===== config.mk =====
export PLATFORM = sky130hd
export DESIGN_NAME = onchip_mem_arbiter_flat
export DESIGN_NICKNAME = d
export VERILOG_FILES = /design/src/rtl/onchip_mem_arbiter_pkg.sv /design/src/rtl/onchip_mem_arbiter_if.sv /design/src/rtl/onchip_mem_arbiter_rr_arb2.sv /design/src/rtl/onchip_mem_arbiter.sv /design/src/flat_wrapper.sv
export SDC_FILE = /design/constraint.sdc
export NUM_CORES = 1
export LEC_CHECK = 0
export BUFFER_PORTS_ARGS = -buffer_cell sky130_fd_sc_hd__buf_2
export CAP_MARGIN = 10
export CORE_AREA = 2 2 100 102
export CTS_CLUSTER_SIZE = 40
export DETAILED_ROUTE_END_ITERATION = 12
export DIE_AREA = 0 0 102 104
export SLEW_MARGIN = 10
export SYNTH_ARGS = -nofsm -noshare
export SYNTH_HDL_FRONTEND = slang
export SYNTH_HIERARCHICAL = 1
export SYNTH_SLANG_ARGS = --single-unit
export TNS_END_PERCENT = 1

===== constraint.sdc =====
create_clock -name clk -period 1.4 [get_ports clk]
set_input_delay 0.07 -clock clk [delete_from_list [all_inputs] [get_ports clk]]
set_output_delay 0.07 -clock clk [all_outputs]
set_load 0.005 [all_outputs]

===== src/rtl/onchip_mem_arbiter_pkg.sv =====
// Shared types and constants for the on-chip RAM two-master arbiter.
// Contents: bus widths, populated word count, request bundle and the
// read pipeline record that tracks one outstanding read return.
package onchip_mem_arb_pkg;

  localparam int ADDR_W    = 14;
  localparam int DATA_W    = 32;
  localparam int BE_W      = DATA_W / 8;
  localparam int NUM_WORDS = 10000;

  typedef struct packed {
    logic [ADDR_W-1:0] address;
    logic [BE_W-1:0]   byteenable;
    logic              read;
    logic              write;
    logic [DATA_W-1:0] writedata;
  } avm_req_t;

  typedef struct packed {
    logic valid;
    logic owner;  // 0 = m0, 1 = m1
    logic oor;    // address was out of range, return zero
  } rd_pend_t;

endpackage


===== src/rtl/onchip_mem_arbiter_if.sv =====
// Bundle of both Avalon-MM master ports plus the RAM s1 port.
// slave modport: arbiter view (accepts master requests, drives the RAM).
// master modport: environment view (masters and the RAM model).
interface onchip_mem_arbiter_if;
  import onchip_mem_arb_pkg::*;

  logic [ADDR_W-1:0] m0_address;
  logic [BE_W-1:0]   m0_byteenable;
  logic              m0_read;
  logic              m0_write;
  logic [DATA_W-1:0] m0_writedata;
  logic              m0_waitrequest;
  logic [DATA_W-1:0] m0_readdata;
  logic              m0_readdatavalid;

  logic [ADDR_W-1:0] m1_address;
  logic [BE_W-1:0]   m1_byteenable;
  logic              m1_read;
  logic              m1_write;
  logic [DATA_W-1:0] m1_writedata;
  logic              m1_waitrequest;
  logic [DATA_W-1:0] m1_readdata;
  logic              m1_readdatavalid;

  logic [ADDR_W-1:0] mem_address;
  logic [BE_W-1:0]   mem_byteenable;
  logic              mem_chipselect;
  logic              mem_write;
  logic [DATA_W-1:0] mem_writedata;
  logic              mem_clken;
  logic [DATA_W-1:0] mem_readdata;

  modport slave (
    input  m0_address, m0_byteenable, m0_read, m0_write, m0_writedata,
    output m0_waitrequest, m0_readdata, m0_readdatavalid,
    input  m1_address, m1_byteenable, m1_read, m1_write, m1_writedata,
    output m1_waitrequest, m1_readdata, m1_readdatavalid,
    output mem_address, mem_byteenable, mem_chipselect, mem_write,
    output mem_writedata, mem_clken,
    input  mem_readdata
  );

  modport master (
    output m0_address, m0_byteenable, m0_read, m0_write, m0_writedata,
    input  m0_waitrequest, m0_readdata, m0_readdatavalid,
    output m1_address, m1_byteenable, m1_read, m1_write, m1_writedata,
    input  m1_waitrequest, m1_readdata, m1_readdatavalid,
    input  mem_address, mem_byteenable, mem_chipselect, mem_write,
    input  mem_writedata, mem_clken,
    output mem_readdata
  );

endinterface


===== src/rtl/onchip_mem_arbiter_rr_arb2.sv =====
// Two-request round-robin arbiter with a registered priority pointer.
// Ports: clk, reset (sync, active-high), req[1:0], advance, gnt[1:0] one-hot.
// Grant is combinational; the pointer moves to the loser on each advance.
module rr_arb2 (
  input  logic       clk,
  input  logic       reset,
  input  logic [1:0] req,
  input  logic       advance,
  output logic [1:0] gnt
);

  logic prio;  // index of the master favoured on contention

  always_ff @(posedge clk) begin
    if (reset) begin
      prio <= 1'b0;
    end else if (advance) begin
      // m0 granted -> favour m1 next, m1 granted -> favour m0 next
      prio <= gnt[0];
    end
  end

  always_comb begin
    gnt = 2'b00;
    case (req)
      2'b01:   gnt = 2'b01;
      2'b10:   gnt = 2'b10;
      2'b11:   gnt = prio ? 2'b10 : 2'b01;
      default: gnt = 2'b00;
    endcase
  end

endmodule


===== src/rtl/onchip_mem_arbiter.sv =====
// Arbitrates m0/m1 onto the single-port on-chip RAM, one access per cycle.
// Ports: clk, reset (sync, active-high), bus (slave modport: masters + RAM).
// Writes complete at issue; reads return 1 cycle after issue; out-of-range
// writes are dropped and out-of-range reads return zero.
module onchip_mem_arbiter
  import onchip_mem_arb_pkg::*;
(
  input  logic                 clk,
  input  logic                 reset,
  onchip_mem_arbiter_if.slave  bus
);

  avm_req_t  req0, req1, sel;
  logic [1:0] req_vec, gnt;
  logic       granted, in_range, ret0, ret1;
  rd_pend_t   rd_pend;

  assign req0 = '{address: bus.m0_address, byteenable: bus.m0_byteenable,
                  read: bus.m0_read, write: bus.m0_write,
                  writedata: bus.m0_writedata};
  assign req1 = '{address: bus.m1_address, byteenable: bus.m1_byteenable,
                  read: bus.m1_read, write: bus.m1_write,
                  writedata: bus.m1_writedata};

  // Masking requests with reset guarantees no grant while in reset.
  assign req_vec = {req1.read | req1.write, req0.read | req0.write} & {2{~reset}};

  rr_arb2 u_arb (
    .clk     (clk),
    .reset   (reset),
    .req     (req_vec),
    .advance (granted),
    .gnt     (gnt)
  );

  assign granted  = |gnt;
  // Default to m0 when idle so the RAM inputs stay quiet.
  assign sel      = gnt[1] ? req1 : req0;
  assign in_range = sel.address < ADDR_W'(NUM_WORDS);

  assign bus.mem_address    = sel.address;
  assign bus.mem_byteenable = sel.byteenable;
  assign bus.mem_writedata  = sel.writedata;
  assign bus.mem_chipselect = granted & in_range;
  assign bus.mem_write      = granted & in_range & sel.write;
  assign bus.mem_clken      = ~reset;

  assign bus.m0_waitrequest = reset | (req_vec[0] & ~gnt[0]);
  assign bus.m1_waitrequest = reset | (req_vec[1] & ~gnt[1]);

  // Read+write together is treated as a write: no return is scheduled.
  always_ff @(posedge clk) begin
    if (reset) begin
      rd_pend <= '0;
    end else begin
      rd_pend.valid <= granted & sel.read & ~sel.write;
      rd_pend.owner <= gnt[1];
      rd_pend.oor   <= ~in_range;
    end
  end

  // Gating with reset drops a read issued just before reset was asserted.
  assign ret0 = rd_pend.valid & ~reset & ~rd_pend.owner;
  assign ret1 = rd_pend.valid & ~reset &  rd_pend.owner;

  assign bus.m0_readdatavalid = ret0;
  assign bus.m1_readdatavalid = ret1;
  assign bus.m0_readdata = (ret0 & ~rd_pend.oor) ? bus.mem_readdata : '0;
  assign bus.m1_readdata = (ret1 & ~rd_pend.oor) ? bus.mem_readdata : '0;

endmodule


===== src/flat_wrapper.sv =====
// flat-port wrapper written by rule: the top's interface ports become plain ports
module onchip_mem_arbiter_flat import onchip_mem_arb_pkg::*;
  (clk, reset, bus_m0_address, bus_m0_byteenable, bus_m0_read, bus_m0_write, bus_m0_writedata, bus_m0_waitrequest, bus_m0_readdata, bus_m0_readdatavalid, bus_m1_address, bus_m1_byteenable, bus_m1_read, bus_m1_write, bus_m1_writedata, bus_m1_waitrequest, bus_m1_readdata, bus_m1_readdatavalid, bus_mem_address, bus_mem_byteenable, bus_mem_chipselect, bus_mem_write, bus_mem_writedata, bus_mem_clken, bus_mem_readdata);
  onchip_mem_arbiter_if bus_i ();
  input  logic clk;
  input  logic reset;
  input wire logic [$bits(bus_i.m0_address)-1:0] bus_m0_address;
  input wire logic [$bits(bus_i.m0_byteenable)-1:0] bus_m0_byteenable;
  input wire logic [$bits(bus_i.m0_read)-1:0] bus_m0_read;
  input wire logic [$bits(bus_i.m0_write)-1:0] bus_m0_write;
  input wire logic [$bits(bus_i.m0_writedata)-1:0] bus_m0_writedata;
  output wire logic [$bits(bus_i.m0_waitrequest)-1:0] bus_m0_waitrequest;
  output wire logic [$bits(bus_i.m0_readdata)-1:0] bus_m0_readdata;
  output wire logic [$bits(bus_i.m0_readdatavalid)-1:0] bus_m0_readdatavalid;
  input wire logic [$bits(bus_i.m1_address)-1:0] bus_m1_address;
  input wire logic [$bits(bus_i.m1_byteenable)-1:0] bus_m1_byteenable;
  input wire logic [$bits(bus_i.m1_read)-1:0] bus_m1_read;
  input wire logic [$bits(bus_i.m1_write)-1:0] bus_m1_write;
  input wire logic [$bits(bus_i.m1_writedata)-1:0] bus_m1_writedata;
  output wire logic [$bits(bus_i.m1_waitrequest)-1:0] bus_m1_waitrequest;
  output wire logic [$bits(bus_i.m1_readdata)-1:0] bus_m1_readdata;
  output wire logic [$bits(bus_i.m1_readdatavalid)-1:0] bus_m1_readdatavalid;
  output wire logic [$bits(bus_i.mem_address)-1:0] bus_mem_address;
  output wire logic [$bits(bus_i.mem_byteenable)-1:0] bus_mem_byteenable;
  output wire logic [$bits(bus_i.mem_chipselect)-1:0] bus_mem_chipselect;
  output wire logic [$bits(bus_i.mem_write)-1:0] bus_mem_write;
  output wire logic [$bits(bus_i.mem_writedata)-1:0] bus_mem_writedata;
  output wire logic [$bits(bus_i.mem_clken)-1:0] bus_mem_clken;
  input wire logic [$bits(bus_i.mem_readdata)-1:0] bus_mem_readdata;
  assign bus_i.m0_address = bus_m0_address;
  assign bus_i.m0_byteenable = bus_m0_byteenable;
  assign bus_i.m0_read = bus_m0_read;
  assign bus_i.m0_write = bus_m0_write;
  assign bus_i.m0_writedata = bus_m0_writedata;
  assign bus_m0_waitrequest = bus_i.m0_waitrequest;
  assign bus_m0_readdata = bus_i.m0_readdata;
  assign bus_m0_readdatavalid = bus_i.m0_readdatavalid;
  assign bus_i.m1_address = bus_m1_address;
  assign bus_i.m1_byteenable = bus_m1_byteenable;
  assign bus_i.m1_read = bus_m1_read;
  assign bus_i.m1_write = bus_m1_write;
  assign bus_i.m1_writedata = bus_m1_writedata;
  assign bus_m1_waitrequest = bus_i.m1_waitrequest;
  assign bus_m1_readdata = bus_i.m1_readdata;
  assign bus_m1_readdatavalid = bus_i.m1_readdatavalid;
  assign bus_mem_address = bus_i.mem_address;
  assign bus_mem_byteenable = bus_i.mem_byteenable;
  assign bus_mem_chipselect = bus_i.mem_chipselect;
  assign bus_mem_write = bus_i.mem_write;
  assign bus_mem_writedata = bus_i.mem_writedata;
  assign bus_mem_clken = bus_i.mem_clken;
  assign bus_i.mem_readdata = bus_mem_readdata;
  onchip_mem_arbiter u_core (.clk(clk), .reset(reset), .bus(bus_i));
endmodule

==> results.tsv <==
stage	metric	value	unit
die	core area	9550	µm²
logic_synthesis	gate count after technology mapping	175	
clock_tree	Post-CTS Hold Buffers	0	
power	share of power burned in registers	10.0	%
clock_tree	Num CTS Buffers	3	
detailed_routing	DR pass1 iterations	3	
sta	Fin Setup TNS	-12.17	ns
global_route	vias in the first global route	2264	
setup_path	Worst Path Buf+Inv	4	
sta	clk_skew	0.00745	ns
sta	RSZ-0062 raised after global routing	yes	
placement	I/O Buffers	258	
logic_synthesis	post-synth cell types	31	
placement	GPL Wtd Cong	0.804	
setup_path	CP cell instances	inv_2, a21boi_4, buf_12, buf_8, nand4b_1, a22oi_2, a211oi_2, buf_2	
hold_path	Worst Hold Class	in2reg	
logic_synthesis	synthesized area per cell	8.30	µm²
die	cell row count	36	
power	Switch Pwr	0.412	mW
global_route	total grt overflow	0	
setup_path	Crit. End Element	primary output	
logic_synthesis	EDFF count, synth	0	
clock_tree	CTS sink cnt	4	
logic_synthesis	post-synthesis sequential area ratio	5.51	%
setup_path	Critical Setup Path Class	reg2out	
placement	pre-CTS setup slack	-0.239	ns
power	leak pwr	1.98	nW
logic_synthesis	synth top area cells	mux2_2 35%, and2_1 28%, dfxtp_1 5.5%	
sta	max_slew headroom	76.2	%
sta	Slew Limit Fails	0	
sta	Hold Fails Final Rpt	0	
setup_path	Crit-path slowest cell	dfxtp_2	
setup_path	critical path arrival	1.65	ns
power	Logic pwr share	71.4	%
setup_path	Req. time, crit path	1.33	ns
outcome	status	finished with violations	
power	Clock power frac	18.6	%
detailed_routing	antenna viol nets, final	0	
power	Worst VDD drop	0.181	mV
logic_synthesis	async set-reset flop share out of synthesis	0	%
power	Net Sw Frac	31.6	%
placement	post-DP HPWL	6710	µm
clock_tree	root buffer cell	clkbuf_8	
sta	fin crit share	123	%
flow_run	number of max-cap violations	0	
outcome	failing checks	negative setup slack	
setup_path	Crit path largest cell delay	0.31	ns
die	Chip Height	104	µm
sta	Worst Tran Pin Value	0.355	ns
detailed_routing	DRT iter0 DRCs	17	
detailed_routing	via-per-instance ratio	4.06	
clock_tree	CTS H-tree depth	1	
logic_synthesis	leading area contributor after synthesis	mux2_2	
power	total power	1.30	mW
logic_synthesis	Syn. warnings	6	
sta	Setup violations, final	54	
die	Initial Util	15.2	%
sta	fmax	580	MHz
setup_path	critical path fanouts, max	7	
logic_synthesis	Yosys reg bits	4	
sta	fin worst setup slack	-0.323	ns
die	Die Width	102	µm
detailed_routing	Post-Route WL	7570	µm
clock_tree	clock transition at the registers of the reported paths	0.04	ns
finish	register area	82.6	µm²
logic_synthesis	post-synth top area share	34.9	%
global_route	pin count of the biggest net entering global routing	33	
setup_path	Worst setup SP type	register	
clock_tree	CTS tree	built	
finish	final antenna diode count	0	
detailed_routing	Vias	2355	
finish	Layout Nets	587	
global_route	first-pass GRT wire length	11000	µm
power	Pwr per Cell Area	381	nW/µm²
clock_tree	worst-skew pair later-pin latency	0.22	ns
finish	number of fill cells	985	
finish	Multi-input gate area	1390	µm²
logic_synthesis	Top FF cell, synth	dfxtp_1	
logic_synthesis	cell with the most instances after synthesis	and2_1	
logic_synthesis	Syn Nets	313	
die	I/O pin count	259	
detailed_routing	WL/cell	13.1	µm
detailed_routing	# DRC	0	
global_route	global-route usage over all layers	13.2	%
die	Die ar.	10600	µm²
logic_synthesis	Commonest cells post-synth	64 x and2_1, 45 x mux2_2, 10 x nor2_1	
sta	Period minus WS final	1.72	ns
setup_path	CP delay by family, top	buffers and inverters	
finish	fraction of layout cells with a size suffix above 1	78.5	%
clock_tree	clock tree buffer depth	2	
finish	synth-to-layout area growth	135	%
global_route	initial antenna violation count	0	
power	internal power	0.890	mW
logic_synthesis	Post-Syn Area	1450	µm²
==> worst paths after layout <==
kind	startpoint	end	slack, ns	cells after the start
setup / recovery	u_core/u_arb/prio	bus_mem_write	-0.32	8
hold / removal	reset	u_core/rd_pend[2]	0.09	2
setup reg to reg	u_core/u_arb/prio	u_core/rd_pend[0]	-0.24	9
hold reg to reg	u_core/u_arb/prio	u_core/u_arb/prio	0.70	3
==> sequential cells by signal (all words and copies together), names as in the netlist <==
register           flops
u_core/rd_pend         3
u_core/u_arb/prio      1
==> cell families after synthesis <==
family / count (synthesis) / share of synthesized area [%]
simple gates: 90 / 40.5
mux: 50 / 38.9
buf+inv: 18 / 8.35
compound gates: 13 / 6.72
flops: 4 / 5.51
==> through the flow <==
stage	std cells	util, %	hold slack, ns	area [µm²]
2_1_floorplan	175	-	0.139	1450
3_3_place_gp	572	31.5	0.349	3010
3_5_place_dp	572	31.5	0.333	3010
4_1_cts	579	35.2	0.0942	3360
5_1_grt	580	35.8	0.102	3420
6_report	580	35.8	0.0948	3420
==> worst reg2reg max path: stages (launching register included) <==
cell and delay (ns):
dfxtp_2 0.32, inv_2 0.04, a21boi_4 0.17, buf_12 0.15, buf_8 0.12, nand4b_1 0.13
a22oi_2 0.12, buf_4 0.14, buf_4 0.12, a32o_1 0.20
==> power groups by stage <==
stage                     Clock (mW)  Sequential, mW  Combinational [mW]
final                          0.243           0.130               0.930
after global routing           0.265           0.130               0.998
after CTS                      0.253           0.130               0.912
after detailed placement           0           0.130               0.753
after global placement             0           0.130               0.744
after floorplan                    0           0.130               0.302
==> cells in the final DEF, fill, tap and decap left out, types with 2 or more instances in the layout <==
master    synthesis  layout
mux2_1            4       2
and2_1           64      62
buf_4             0      15
inv_1             5       4
a21oi_1           3       3
a211oi_2          0       2
nor3b_4           1       2
mux2_2           45      23
buf_12            0       5
buf_6             6      26
buf_2             7     234
and2_4            0       2
nor2_1           10      10
nor3b_2           1       2
mux2_4            0      24
dfxtp_1           4       2
dfxtp_2           0       2
nor3_2            2       2
clkbuf_8          0       3
==> cell type report <==
| class | count | area share (%) |
|---|---|---|
| Sequential cell | 4 | 2.41 |
| Tap cell | 133 | 4.86 |
| Inverter | 5 | 0.549 |
| Timing Repair Buffer | 282 | 50.3 |
| Multi-Input combinational cell | 153 | 40.7 |
| Clock buffer | 3 | 1.21 |
==> what timing repair did <==
item | in CTS | in global routing
buffers inserted | 3 | 1
endpoints found under the setup margin | 73 | 90
cloned | 1 | 0
resized for setup | 54 | 11
pin swaps | 3 | 5
==> routing by layer <==
layer	track usage, %	vias up	wire (µm)	part of all wire, %
li1	-	1141	-	-
met1	13.6	1050	2670	35
met2	26.3	158	4030	53
met3	2.15	6	750	9.9
met4	3.90	0	112	1.5
met5	0	-	0	0
No activity file was read; power rests on OpenSTA's default activity.
